==> config.mk <==
export PLATFORM = sky130hd
export DESIGN_NAME = red_pitaya_pwm_capture_flat
export DESIGN_NICKNAME = d
export VERILOG_FILES = /design/src/rtl/red_pitaya_pwm_pkg.sv /design/src/rtl/red_pitaya_pwm_capture_if.sv /design/src/rtl/red_pitaya_pwm_div.sv /design/src/rtl/red_pitaya_pwm_capture.sv /design/src/flat_wrapper.sv
export SDC_FILE = /design/constraint.sdc
export NUM_CORES = 1
export LEC_CHECK = 0
export ABC_CLOCK_PERIOD_IN_PS = 6100
export CAP_MARGIN = 15
export CORE_ASPECT_RATIO = 1.2
export CORE_MARGIN = 2
export CORE_UTILIZATION = 50
export DETAILED_ROUTE_END_ITERATION = 8
export PLACE_DENSITY = 0.79
export REMOVE_ABC_BUFFERS = 1
export SLEW_MARGIN = 20
export SYNTH_ARGS = -nofsm -noshare
export SYNTH_HDL_FRONTEND = slang
export SYNTH_SLANG_ARGS = --single-unit
==> constraint.sdc <==
create_clock -name clk -period 6.1 [get_ports clk]
set_input_delay 1.22 -clock clk [delete_from_list [all_inputs] [get_ports clk]]
set_output_delay 1.22 -clock clk [all_outputs]
set_load 0.01 [all_outputs]
==> src/rtl/red_pitaya_pwm_pkg.sv <==
// Shared types and defaults for the PWM generator/capture pair.
package red_pitaya_pwm_pkg;

    typedef enum logic [1:0] {
        IDLE  = 2'd0,
        MEAS  = 2'd1,
        STUCK = 2'd2
    } pwm_cap_state_t;

    localparam int PWM_CW     = 24;
    localparam int PWM_DUTY_W = 8;
    localparam int PWM_FW     = 4;

    // All-ones value of a width-bit saturating counter (width <= 32).
    function automatic logic [31:0] pwm_sat_val(input int width);
        if (width >= 32) begin
            return '1;
        end
        return (32'd1 << width) - 32'd1;
    endfunction

endpackage

==> src/rtl/red_pitaya_pwm_capture_if.sv <==
// Signal bundle between the PWM capture block and its status-register host.
interface red_pitaya_pwm_capture_if
    import red_pitaya_pwm_pkg::*;
#(
    parameter int CW     = PWM_CW,
    parameter int DUTY_W = PWM_DUTY_W,
    parameter int FW     = PWM_FW
);
    logic              pwm_i;
    logic              enable;
    logic [FW-1:0]     filt_len;
    logic [CW-1:0]     period_o;
    logic [CW-1:0]     high_o;
    logic [DUTY_W-1:0] duty_o;
    logic              valid_o;
    logic              timeout_o;
    logic              overrun_o;
    logic              level_o;

    modport master (
        output pwm_i, enable, filt_len,
        input  period_o, high_o, duty_o, valid_o, timeout_o, overrun_o, level_o
    );

    modport slave (
        input  pwm_i, enable, filt_len,
        output period_o, high_o, duty_o, valid_o, timeout_o, overrun_o, level_o
    );
endinterface

==> src/rtl/red_pitaya_pwm_div.sv <==
// Restoring divider producing floor(num * 2^DUTY_W / den), one quotient bit per cycle.
module red_pitaya_pwm_div
    import red_pitaya_pwm_pkg::*;
#(
    parameter int CW     = PWM_CW,
    parameter int DUTY_W = PWM_DUTY_W
) (
    input  logic              clk,
    input  logic              rst,
    input  logic              clr,
    input  logic              start,
    input  logic [CW-1:0]     num,
    input  logic [CW-1:0]     den,
    output logic              busy,
    output logic              done,
    output logic [DUTY_W-1:0] quot
);
    localparam int IW = (DUTY_W > 1) ? $clog2(DUTY_W) : 1;

    logic [CW-1:0]     rem_q, rem_d;
    logic [CW-1:0]     den_q, den_d;
    logic [DUTY_W-1:0] quot_q, quot_d;
    logic [IW-1:0]     cnt_q, cnt_d;
    logic              busy_q, busy_d;

    logic [CW:0]       rem_x2;
    logic              ge;
    logic [DUTY_W-1:0] quot_step;
    logic              last;

    // num < den keeps the remainder below den, so 2*rem always fits in CW+1 bits.
    assign rem_x2    = {rem_q, 1'b0};
    assign ge        = rem_x2 >= {1'b0, den_q};
    assign quot_step = DUTY_W'({quot_q, ge});
    assign last      = cnt_q == IW'(DUTY_W - 1);

    assign busy = busy_q;
    assign done = busy_q & last;
    assign quot = quot_step;

    always_comb begin
        rem_d  = rem_q;
        den_d  = den_q;
        quot_d = quot_q;
        cnt_d  = cnt_q;
        busy_d = busy_q;
        if (clr) begin
            rem_d  = '0;
            den_d  = '0;
            quot_d = '0;
            cnt_d  = '0;
            busy_d = 1'b0;
        end else if (start) begin
            rem_d  = num;
            den_d  = den;
            quot_d = '0;
            cnt_d  = '0;
            busy_d = 1'b1;
        end else if (busy_q) begin
            rem_d  = ge ? CW'(rem_x2 - {1'b0, den_q}) : CW'(rem_x2);
            quot_d = quot_step;
            cnt_d  = cnt_q + IW'(1);
            if (last) begin
                busy_d = 1'b0;
            end
        end
    end

    always_ff @(posedge clk) begin
        if (rst) begin
            rem_q  <= '0;
            den_q  <= '0;
            quot_q <= '0;
            cnt_q  <= '0;
            busy_q <= 1'b0;
        end else begin
            rem_q  <= rem_d;
            den_q  <= den_d;
            quot_q <= quot_d;
            cnt_q  <= cnt_d;
            busy_q <= busy_d;
        end
    end

endmodule

==> src/rtl/red_pitaya_pwm_capture.sv <==
// PWM input decoder: synchronize, deglitch, measure period/high time and derive a duty word.
//   state | meaning
//   IDLE  | waiting for the first rising edge, nothing measured yet
//   MEAS  | counting a full period between rising edges
//   STUCK | input held past counter saturation, timeout flagged
module red_pitaya_pwm_capture
    import red_pitaya_pwm_pkg::*;
#(
    parameter int CW     = PWM_CW,
    parameter int DUTY_W = PWM_DUTY_W,
    parameter int FW     = PWM_FW
) (
    input  logic clk,
    input  logic rst,
    red_pitaya_pwm_capture_if.slave bus
);
    localparam logic [CW-1:0] CNT_MAX = CW'(pwm_sat_val(CW));

    pwm_cap_state_t    state_q, state_d;
    logic              s1_q, s1_d, s2_q, s2_d;
    logic              filt_q, filt_d, filt_dly_q, filt_dly_d;
    logic [FW-1:0]     hold_q, hold_d;
    logic [CW-1:0]     period_cnt_q, period_cnt_d;
    logic [CW-1:0]     high_cnt_q, high_cnt_d;
    logic [CW-1:0]     per_sh_q, per_sh_d;
    logic [CW-1:0]     high_sh_q, high_sh_d;
    logic [CW-1:0]     period_o_q, period_o_d;
    logic [CW-1:0]     high_o_q, high_o_d;
    logic [DUTY_W-1:0] duty_o_q, duty_o_d;
    logic              valid_q, valid_d;
    logic              timeout_q, timeout_d;
    logic              overrun_q, overrun_d;

    logic              rise;
    logic              sat;
    logic              div_start, div_busy, div_done;
    logic [DUTY_W-1:0] div_quot;

    assign rise = filt_q & ~filt_dly_q;

    red_pitaya_pwm_div #(
        .CW     (CW),
        .DUTY_W (DUTY_W)
    ) u_div (
        .clk   (clk),
        .rst   (rst),
        .clr   (~bus.enable),
        .start (div_start),
        .num   (high_cnt_q),
        .den   (period_cnt_q),
        .busy  (div_busy),
        .done  (div_done),
        .quot  (div_quot)
    );

    always_comb begin
        state_d      = state_q;
        s1_d         = bus.pwm_i;
        s2_d         = s1_q;
        filt_d       = filt_q;
        filt_dly_d   = filt_q;
        hold_d       = hold_q;
        period_cnt_d = period_cnt_q;
        high_cnt_d   = high_cnt_q;
        per_sh_d     = per_sh_q;
        high_sh_d    = high_sh_q;
        period_o_d   = period_o_q;
        high_o_d     = high_o_q;
        duty_o_d     = duty_o_q;
        valid_d      = 1'b0;
        timeout_d    = timeout_q;
        overrun_d    = 1'b0;
        div_start    = 1'b0;
        sat          = 1'b0;

        if (s2_q == filt_q) begin
            hold_d = '0;
        end else if (hold_q == bus.filt_len) begin
            filt_d = s2_q;
            hold_d = '0;
        end else begin
            hold_d = hold_q + FW'(1);
        end

        case (state_q)
            IDLE: begin
                if (rise) begin
                    state_d      = MEAS;
                    period_cnt_d = CW'(1);
                    high_cnt_d   = CW'(1);
                end else if (period_cnt_q == CNT_MAX) begin
                    sat = 1'b1;
                end else begin
                    period_cnt_d = period_cnt_q + CW'(1);
                end
            end
            MEAS: begin
                // A rise on the saturation cycle still closes a valid period.
                if (rise) begin
                    if (div_busy) begin
                        overrun_d = 1'b1;
                    end else begin
                        div_start = 1'b1;
                        per_sh_d  = period_cnt_q;
                        high_sh_d = high_cnt_q;
                    end
                    period_cnt_d = CW'(1);
                    high_cnt_d   = CW'(1);
                end else if (period_cnt_q == CNT_MAX) begin
                    sat = 1'b1;
                end else begin
                    period_cnt_d = period_cnt_q + CW'(1);
                    high_cnt_d   = high_cnt_q + CW'(filt_q);
                end
            end
            STUCK: begin
                if (rise) begin
                    state_d      = MEAS;
                    timeout_d    = 1'b0;
                    period_cnt_d = CW'(1);
                    high_cnt_d   = CW'(1);
                end
            end
            default: state_d = IDLE;
        endcase

        if (sat) begin
            state_d    = STUCK;
            period_o_d = CNT_MAX;
            high_o_d   = filt_q ? CNT_MAX : '0;
            duty_o_d   = filt_q ? '1 : '0;
            valid_d    = 1'b1;
            timeout_d  = 1'b1;
        end

        if (div_done) begin
            period_o_d = per_sh_q;
            high_o_d   = high_sh_q;
            duty_o_d   = div_quot;
            valid_d    = 1'b1;
        end

        // Disable clears the measurement but keeps the last published result.
        if (!bus.enable) begin
            state_d      = IDLE;
            hold_d       = '0;
            period_cnt_d = '0;
            high_cnt_d   = '0;
            period_o_d   = period_o_q;
            high_o_d     = high_o_q;
            duty_o_d     = duty_o_q;
            valid_d      = 1'b0;
            timeout_d    = 1'b0;
            overrun_d    = 1'b0;
            div_start    = 1'b0;
        end
    end

    always_ff @(posedge clk) begin
        if (rst) begin
            state_q      <= IDLE;
            s1_q         <= 1'b0;
            s2_q         <= 1'b0;
            filt_q       <= 1'b0;
            filt_dly_q   <= 1'b0;
            hold_q       <= '0;
            period_cnt_q <= '0;
            high_cnt_q   <= '0;
            per_sh_q     <= '0;
            high_sh_q    <= '0;
            period_o_q   <= '0;
            high_o_q     <= '0;
            duty_o_q     <= '0;
            valid_q      <= 1'b0;
            timeout_q    <= 1'b0;
            overrun_q    <= 1'b0;
        end else begin
            state_q      <= state_d;
            s1_q         <= s1_d;
            s2_q         <= s2_d;
            filt_q       <= filt_d;
            filt_dly_q   <= filt_dly_d;
            hold_q       <= hold_d;
            period_cnt_q <= period_cnt_d;
            high_cnt_q   <= high_cnt_d;
            per_sh_q     <= per_sh_d;
            high_sh_q    <= high_sh_d;
            period_o_q   <= period_o_d;
            high_o_q     <= high_o_d;
            duty_o_q     <= duty_o_d;
            valid_q      <= valid_d;
            timeout_q    <= timeout_d;
            overrun_q    <= overrun_d;
        end
    end

    assign bus.period_o  = period_o_q;
    assign bus.high_o    = high_o_q;
    assign bus.duty_o    = duty_o_q;
    assign bus.valid_o   = valid_q;
    assign bus.timeout_o = timeout_q;
    assign bus.overrun_o = overrun_q;
    assign bus.level_o   = filt_q;

endmodule

==> src/flat_wrapper.sv <==
// flat-port wrapper written by rule: the top's interface ports become plain ports
module red_pitaya_pwm_capture_flat import red_pitaya_pwm_pkg::*;
#(
    parameter int CW     = PWM_CW,
    parameter int DUTY_W = PWM_DUTY_W,
    parameter int FW     = PWM_FW
)
  (clk, rst, bus_pwm_i, bus_enable, bus_filt_len, bus_period_o, bus_high_o, bus_duty_o, bus_valid_o, bus_timeout_o, bus_overrun_o, bus_level_o);
  red_pitaya_pwm_capture_if #(.CW(CW), .DUTY_W(DUTY_W), .FW(FW)) bus_i ();
  input  logic clk;
  input  logic rst;
  input wire logic [$bits(bus_i.pwm_i)-1:0] bus_pwm_i;
  input wire logic [$bits(bus_i.enable)-1:0] bus_enable;
  input wire logic [$bits(bus_i.filt_len)-1:0] bus_filt_len;
  output wire logic [$bits(bus_i.period_o)-1:0] bus_period_o;
  output wire logic [$bits(bus_i.high_o)-1:0] bus_high_o;
  output wire logic [$bits(bus_i.duty_o)-1:0] bus_duty_o;
  output wire logic [$bits(bus_i.valid_o)-1:0] bus_valid_o;
  output wire logic [$bits(bus_i.timeout_o)-1:0] bus_timeout_o;
  output wire logic [$bits(bus_i.overrun_o)-1:0] bus_overrun_o;
  output wire logic [$bits(bus_i.level_o)-1:0] bus_level_o;
  assign bus_i.pwm_i = bus_pwm_i;
  assign bus_i.enable = bus_enable;
  assign bus_i.filt_len = bus_filt_len;
  assign bus_period_o = bus_i.period_o;
  assign bus_high_o = bus_i.high_o;
  assign bus_duty_o = bus_i.duty_o;
  assign bus_valid_o = bus_i.valid_o;
  assign bus_timeout_o = bus_i.timeout_o;
  assign bus_overrun_o = bus_i.overrun_o;
  assign bus_level_o = bus_i.level_o;
  red_pitaya_pwm_capture #(.CW(CW), .DUTY_W(DUTY_W), .FW(FW)) u_core (.clk(clk), .rst(rst), .bus(bus_i));
endmodule
==> flow_summary.ini, run 1 <==
[clocking]
clkSinkCount = 224
cts_resized = 0
h-tree-depth = 1
cts_tree = done
cts_inserted_buffers = 22
path_clk_slew_ns = 0.06
cts_setup_buffers = 0
clock_latency_ns = 0.51
clk_path_buf_depth = 3
root_buffer = clkbuf_16
cts_hold_buf = 0

[final_layout]
final_common_cell = dfxtp_1
fin_area_um2 = 11800
syn2layout_area_growth_pct = 14.3
stdcell_count = 1563
antenna-diode-count = 0
nNetsFinal = 1322
nFillCells = 1865
drive_gt1_share_pct = 6.78
mostFrequentLayoutCells = dfxtp_1, nand2_1, nor2_1
fin_util_pct = 58.2

[setup_path]
required_ns = 6.52
crit_arrival_ns = 3.59
path_max_fanout = 19
startpoint_type = register
criticalPathCategory = reg2reg
crit_path_end_kind = register

[sta]
whs_ns = 0.449
finClkSkew_ns = 0.00910
period_minus_slack_ns = 3.18
fmax_mhz = 315
rsz0062_at_grt = false
finalMaxSlewViolations = 0
tightestPinTransition_ns = 0.897
finalHoldViolCount = 0
period_share_pct = 52.1
finalSetupViolations = 0
slew_headroom_pct = 40.2
finalSetupTns_ns = 0

[logic_synthesis]
netlist_area_um2 = 10300
postSynthAreaPerCell_um2 = 8.23
ys_seq_area_share_pct = 43.5
synth.distinct_cells = 75
yosys_register_bits = 224
syn_inst = 1254
synthArstFlopShare_pct = 0
yosys_warnings = 0
synth_edf_count = 0
synthFlopType = dfxtp_1

[pwr]
powerDensity_nw_per_um2 = 242
vdd_drop_max_mv = 0.241
p_leak_uw = 0.00409

[floorplan]
core_area_um2 = 20300
start_util_pct = 50.9
rows = 57
die_w_um = 135
fp.dieH_um = 161
ios = 68
die_area_um2 = 21800

[route]
via_per_inst = 5.52
drc_errors = 0
via_count = 8622
wl_mm = 23.5
drt.antenna.violating_nets = 0
drtIter0Drc = 471
post_drt_wl_per_cell_um = 15.0
dr.pass1.iters = 4

[outcome]
status = complete, no violations

[place]
placed_area_um2 = 11100
gp_congestion = 0.917
dp_cells = 1524
port_buffers = 67
hpwl_mm = 16.7

[global_routing]
grt_pass1_wl_mm = 40.3
grt_usage_pct = 22.1
grt_max_degree = 70
antenna_found_initial = 0
grt_overflow = 0
grt_pass1_vias = 8460

[min_path]
hold_class = reg2reg

[job]
drv_cap = 0
cell families after synthesis:
kind of cell	share of synthesized area (%)
XOR/XNOR	4.67
AO/OA/AOI/OAI	18.5
multiplexers	1.65
flip-flops	43.5
buffers and inverters	4.44
AND/OR/NAND/NOR	23.5
adder cells (fa/ha/maj)	3.83
synthesized netlist by cell type, types with 5 or more instances:
| cell | instances | share of area [%] |
|---|---|---|
| a211oi_1 | 33 | 2.4 |
| a21o_1 | 5 | 0.36 |
| a21oi_1 | 149 | 7.2 |
| a21oi_2 | 5 | 0.42 |
| a31oi_1 | 8 | 0.49 |
| a41oi_1 | 6 | 0.51 |
| and2_1 | 7 | 0.42 |
| and3_1 | 15 | 0.91 |
| and4_1 | 5 | 0.42 |
| buf_1 | 5 | 0.18 |
| buf_2 | 14 | 0.68 |
| clkbuf_1 | 50 | 1.8 |
| dfxtp_1 | 224 | 43 |
| ha_1 | 30 | 3.6 |
| inv_1 | 32 | 1.2 |
| mux2i_1 | 17 | 1.6 |
| nand2_1 | 187 | 6.8 |
| nand2b_1 | 7 | 0.42 |
| nand3_1 | 25 | 1.2 |
| nand3b_1 | 7 | 0.51 |
| nand4_1 | 10 | 0.61 |
| nor2_1 | 169 | 6.1 |
| nor2b_1 | 10 | 0.61 |
| nor3_1 | 40 | 1.9 |
| nor3b_1 | 8 | 0.58 |
| nor4_1 | 6 | 0.36 |
| o21a_1 | 5 | 0.36 |
| o21ai_0 | 27 | 1.3 |
| o21ai_1 | 13 | 0.63 |
| o22ai_1 | 9 | 0.55 |
| or3_1 | 7 | 0.42 |
| xnor2_1 | 23 | 2.0 |
| xor2_1 | 32 | 2.7 |
worst paths after layout:
| kind | from | to | slack (ns) | depth (start not counted) |
|---|---|---|---|---|
| worst max-delay path | u_core.u_div.den_q[1]$_SDFFE_PP0P_ | u_core.u_div.rem_q[3]$_SDFFE_PP0P_ | 2.92 | 10 |
| worst min-delay path | u_core.s1_q$_SDFF_PP0_ | u_core.s2_q$_SDFF_PP0_ | 0.45 | 1 |
| worst max register to register | u_core.u_div.den_q[1]$_SDFFE_PP0P_ | u_core.u_div.rem_q[3]$_SDFFE_PP0P_ | 2.92 | 10 |
| worst min register to register | u_core.s1_q$_SDFF_PP0_ | u_core.s2_q$_SDFF_PP0_ | 0.45 | 1 |
sequential cells by signal (all words and copies together), names as in the netlist:
register,count
u_core.u_div.rem_q,24
u_core.bus.high_o,24
u_core.state_q,2
u_core.u_div.den_q,24
u_core.s2_q,1
u_core.bus.overrun_o,1
u_core.u_div.quot_q,7
u_core.period_cnt_q,24
u_core.per_sh_q,24
u_core.s1_q,1
u_core.bus.period_o,24
u_core.u_div.busy,1
u_core.hold_q,4
u_core.bus.valid_o,1
u_core.bus.duty_o,8
u_core.filt_dly_q,1
u_core.bus.level_o,1
u_core.u_div.cnt_q,3
u_core.high_sh_q,24
u_core.high_cnt_q,24
u_core.bus.timeout_o,1
through the flow:
step / setup slack (ns) / power [uW]
floorplan: 2.16 / 1520
global placement: 2.67 / 1540
detailed placement: 2.59 / 1540
CTS: 2.95 / 2880
global route: 2.76 / 2930
finish: 2.92 / 2850
report_power, final:
group	internal, uW	switching [uW]
Sequential	1460	1.45
Combinational	11.6	33.2
Clock	785	555
worst max-delay path, cell delays in order (launching register included):
cell     delay (ns)
dfxtp_1        0.40
inv_1          0.06
ha_1           0.29
nor2b_1        0.15
o31a_1         0.31
o31ai_4        0.26
a21oi_4        0.15
a31oi_4        0.32
or2_1          0.74
nor2_1         0.16
o32ai_2        0.23
cell type report:
| cell class | count | area (um2) | share of cell area (%) |
|---|---|---|---|
| Multi-Input combinational cell | 924 | 5390 | 45.7 |
| Sequential cell | 224 | 4480 | 38.0 |
| Timing Repair Buffer | 79 | 758 | 6.43 |
| Clock buffer | 35 | 661 | 5.60 |
| Tap cell | 265 | 332 | 2.81 |
| Inverter | 32 | 120 | 1.02 |
| Clock inverter | 4 | 48.8 | 0.414 |
metal layers:
| metal | up-vias | track usage, % | wire length, um |
|---|---|---|---|
| met5 | - | 0 | 0 |
| met1 | 4007 | 27.2 | 10300 |
| li1 | 4406 | - | - |
| met4 | 0 | 7.91 | 719 |
| met3 | 47 | 2.51 | 966 |
| met2 | 162 | 39.7 | 11500 |
Power figures use the tool's default switching activity.
==> run 2, diff against run 1 <==
--- a/config.mk
+++ b/config.mk
@@ -5,13 +5,13 @@
 export SDC_FILE = /design/constraint.sdc
 export NUM_CORES = 1
 export LEC_CHECK = 0
-export ABC_CLOCK_PERIOD_IN_PS = 6100
+export ABC_CLOCK_PERIOD_IN_PS = 2600
 export CAP_MARGIN = 15
 export CORE_ASPECT_RATIO = 1.2
 export CORE_MARGIN = 2
 export CORE_UTILIZATION = 50
 export DETAILED_ROUTE_END_ITERATION = 8
-export PLACE_DENSITY = 0.79
+export PLACE_DENSITY = 0.82
 export REMOVE_ABC_BUFFERS = 1
 export SLEW_MARGIN = 20
 export SYNTH_ARGS = -nofsm -noshare
==> constraint.sdc (replaced) <==
create_clock -name clk -period 2.6 [get_ports clk]
set_input_delay 0.52 -clock clk [delete_from_list [all_inputs] [get_ports clk]]
set_output_delay 0.52 -clock clk [all_outputs]
set_load 0.01 [all_outputs]
==> run 2 against run 1 <==
Wire length grew 3.1%. Clock skew shrank 0.00059 ns. Register-to-register slack lost 2.8 ns. Core utilization grew 2.3 points. Power grew 140%. Global-route usage grew 0.18 points. Combinational power grew to 2.7 times the previous value. Clock-buffer cell count shrank 8. Die area is the same. Largest power group unchanged. Maximum frequency grew 27%.
==> flow_summary.ini, run 2 (synthesis gave the netlist of run 1 again) <==
[final_layout]
syn2layout_area_growth_pct = 18.8
mostFrequentLayoutCells = dfxtp_1, nand2_1, nor2_1
final_common_cell = dfxtp_1
fin_area_um2 = 12300
antenna-diode-count = 0
nNetsFinal = 1359
drive_gt1_share_pct = 10.3
nFillCells = 1762

[floorplan]
ios = 68
start_util_pct = 50.9
die_w_um = 135
core_area_um2 = 20300
die_area_um2 = 21800
fp.dieH_um = 161
rows = 57

[clocking]
clock_latency_ns = 0.50
clk_path_buf_depth = 3
h-tree-depth = 1
cts_tree = done
clkSinkCount = 224
cts_inserted_buffers = 23
root_buffer = clkbuf_16
path_clk_slew_ns = 0.06

[sta]
period_share_pct = 96.4
setup_ws_ns = 0.0947
slew_headroom_pct = 49.8
tightestPinTransition_ns = 0.752
finalMaxSlewViolations = 0
finalHoldViolCount = 0
period_minus_slack_ns = 2.51
finClkSkew_ns = 0.00851
fmax_mhz = 399
finalSetupViolations = 0

[job]
drv_cap = 0

[setup_path]
criticalPathCategory = reg2reg
startpoint_type = register
required_ns = 2.99
path_max_fanout = 19
crit_arrival_ns = 2.89
crit_path_end_kind = register

[route]
dr.pass1.iters = 4
drtIter0Drc = 505
drt.antenna.violating_nets = 0
via_per_inst = 5.57
drc_errors = 0
via_count = 8904
wl_mm = 24.2
post_drt_wl_per_cell_um = 15.2

[pwr]
vdd_drop_max_mv = 0.473
p_leak_uw = 0.00432
powerDensity_nw_per_um2 = 569

[global_routing]
antenna_found_initial = 0
grt_max_degree = 72
grt_usage_pct = 22.3
grt_pass1_vias = 8629
grt_pass1_wl_mm = 40.9
grt_overflow = 0

[place]
port_buffers = 67
hpwl_mm = 17.3
gp_congestion = 0.922
placed_area_um2 = 11400
pre_cts_ws_ns = 0.0805

[outcome]
status = complete, no violations

[min_path]
hold_class = reg2reg
## run 2: changes by cell type in the layout (fill, tap and decap cells not counted), moves of 2 or more
cell and delta:
clkinvlp_4 +2, buf_12 +6, buf_4 +30, clkinv_4 +3, bufinv_16 +3, clkbuf_8 -3, clkbuf_1 -5
## run 2: cell type report
cell class,count,area [um2],share of cell area [%]
tap,265,332,2.70
sequential,224,4480,36.6
clock buffer,27,601,4.90
inverter,32,120,0.980
timing repair buffer,115,1100,9.00
clock inverter,13,185,1.51
multi-input combinational,924,5430,44.3
## run 2: routing by layer
layer,part of all wire (%),GRT usage (%),wire [um],up-vias
li1,-,-,-,4482
met1,43,27.6,10500,4134
met2,50,39.8,12100,243
met3,4.4,2.20,1060,45
met4,2.7,8.38,652,0
met5,0,0,0,-
## run 2: what timing repair did
| action | CTS | global route |
|---|---|---|
| setup endpoints to repair | 0 | 13 |
| hold buffers | 0 | 0 |
| gates resized for setup | 0 | 9 |
| setup buffers | 0 | 0 |
## run 2: stage by stage
step | utilization [%] | hold slack (ns) | total power [uW] | instances | setup TNS (ns)
floorplan | - | 0.414 | 3560 | 1180 | -115.95
global placement | 56.4 | 0.422 | 3630 | 1560 | 0
detailed placement | 56.4 | 0.430 | 3630 | 1560 | 0
CTS | 60.3 | 0.457 | 7030 | 1600 | 0
global route | 60.5 | 0.468 | 7160 | 1600 | -0.123
finish | 60.5 | 0.453 | 6970 | 1600 | 0
## run 2: where the power goes
| group | internal, uW | total (uW) | switching [uW] |
|---|---|---|---|
| clock | 2060 | 3420 | 1350 |
| sequential | 3430 | 3440 | 2.49 |
| combinational | 37.9 | 121 | 82.9 |
## run 2: critical path: stages, from the launching register on
cell	delay (ns)
dfxtp_1	0.37
inv_1	0.06
ha_1	0.28
ha_1	0.17
nand4_1	0.12
nor4_2	0.31
a41oi_2	0.17
nand2_2	0.11
a31oi_4	0.05
or2_1	0.27
buf_12	0.17
a221oi_4	0.22
a211oi_2	0.10
## run 2: worst paths after layout
kind	from	to	slack (ns)	depth (start not counted)
setup / recovery	u_core.u_div.den_q[1]$_SDFFE_PP0P_	u_core.u_div.rem_q[7]$_SDFFE_PP0P_	0.09	12
hold / removal	u_core.u_div.den_q[15]$_SDFFE_PP0P_	u_core.u_div.den_q[15]$_SDFFE_PP0P_	0.45	2
setup reg to reg	u_core.u_div.den_q[1]$_SDFFE_PP0P_	u_core.u_div.rem_q[7]$_SDFFE_PP0P_	0.09	12
hold reg to reg	u_core.u_div.den_q[15]$_SDFFE_PP0P_	u_core.u_div.den_q[15]$_SDFFE_PP0P_	0.45	2
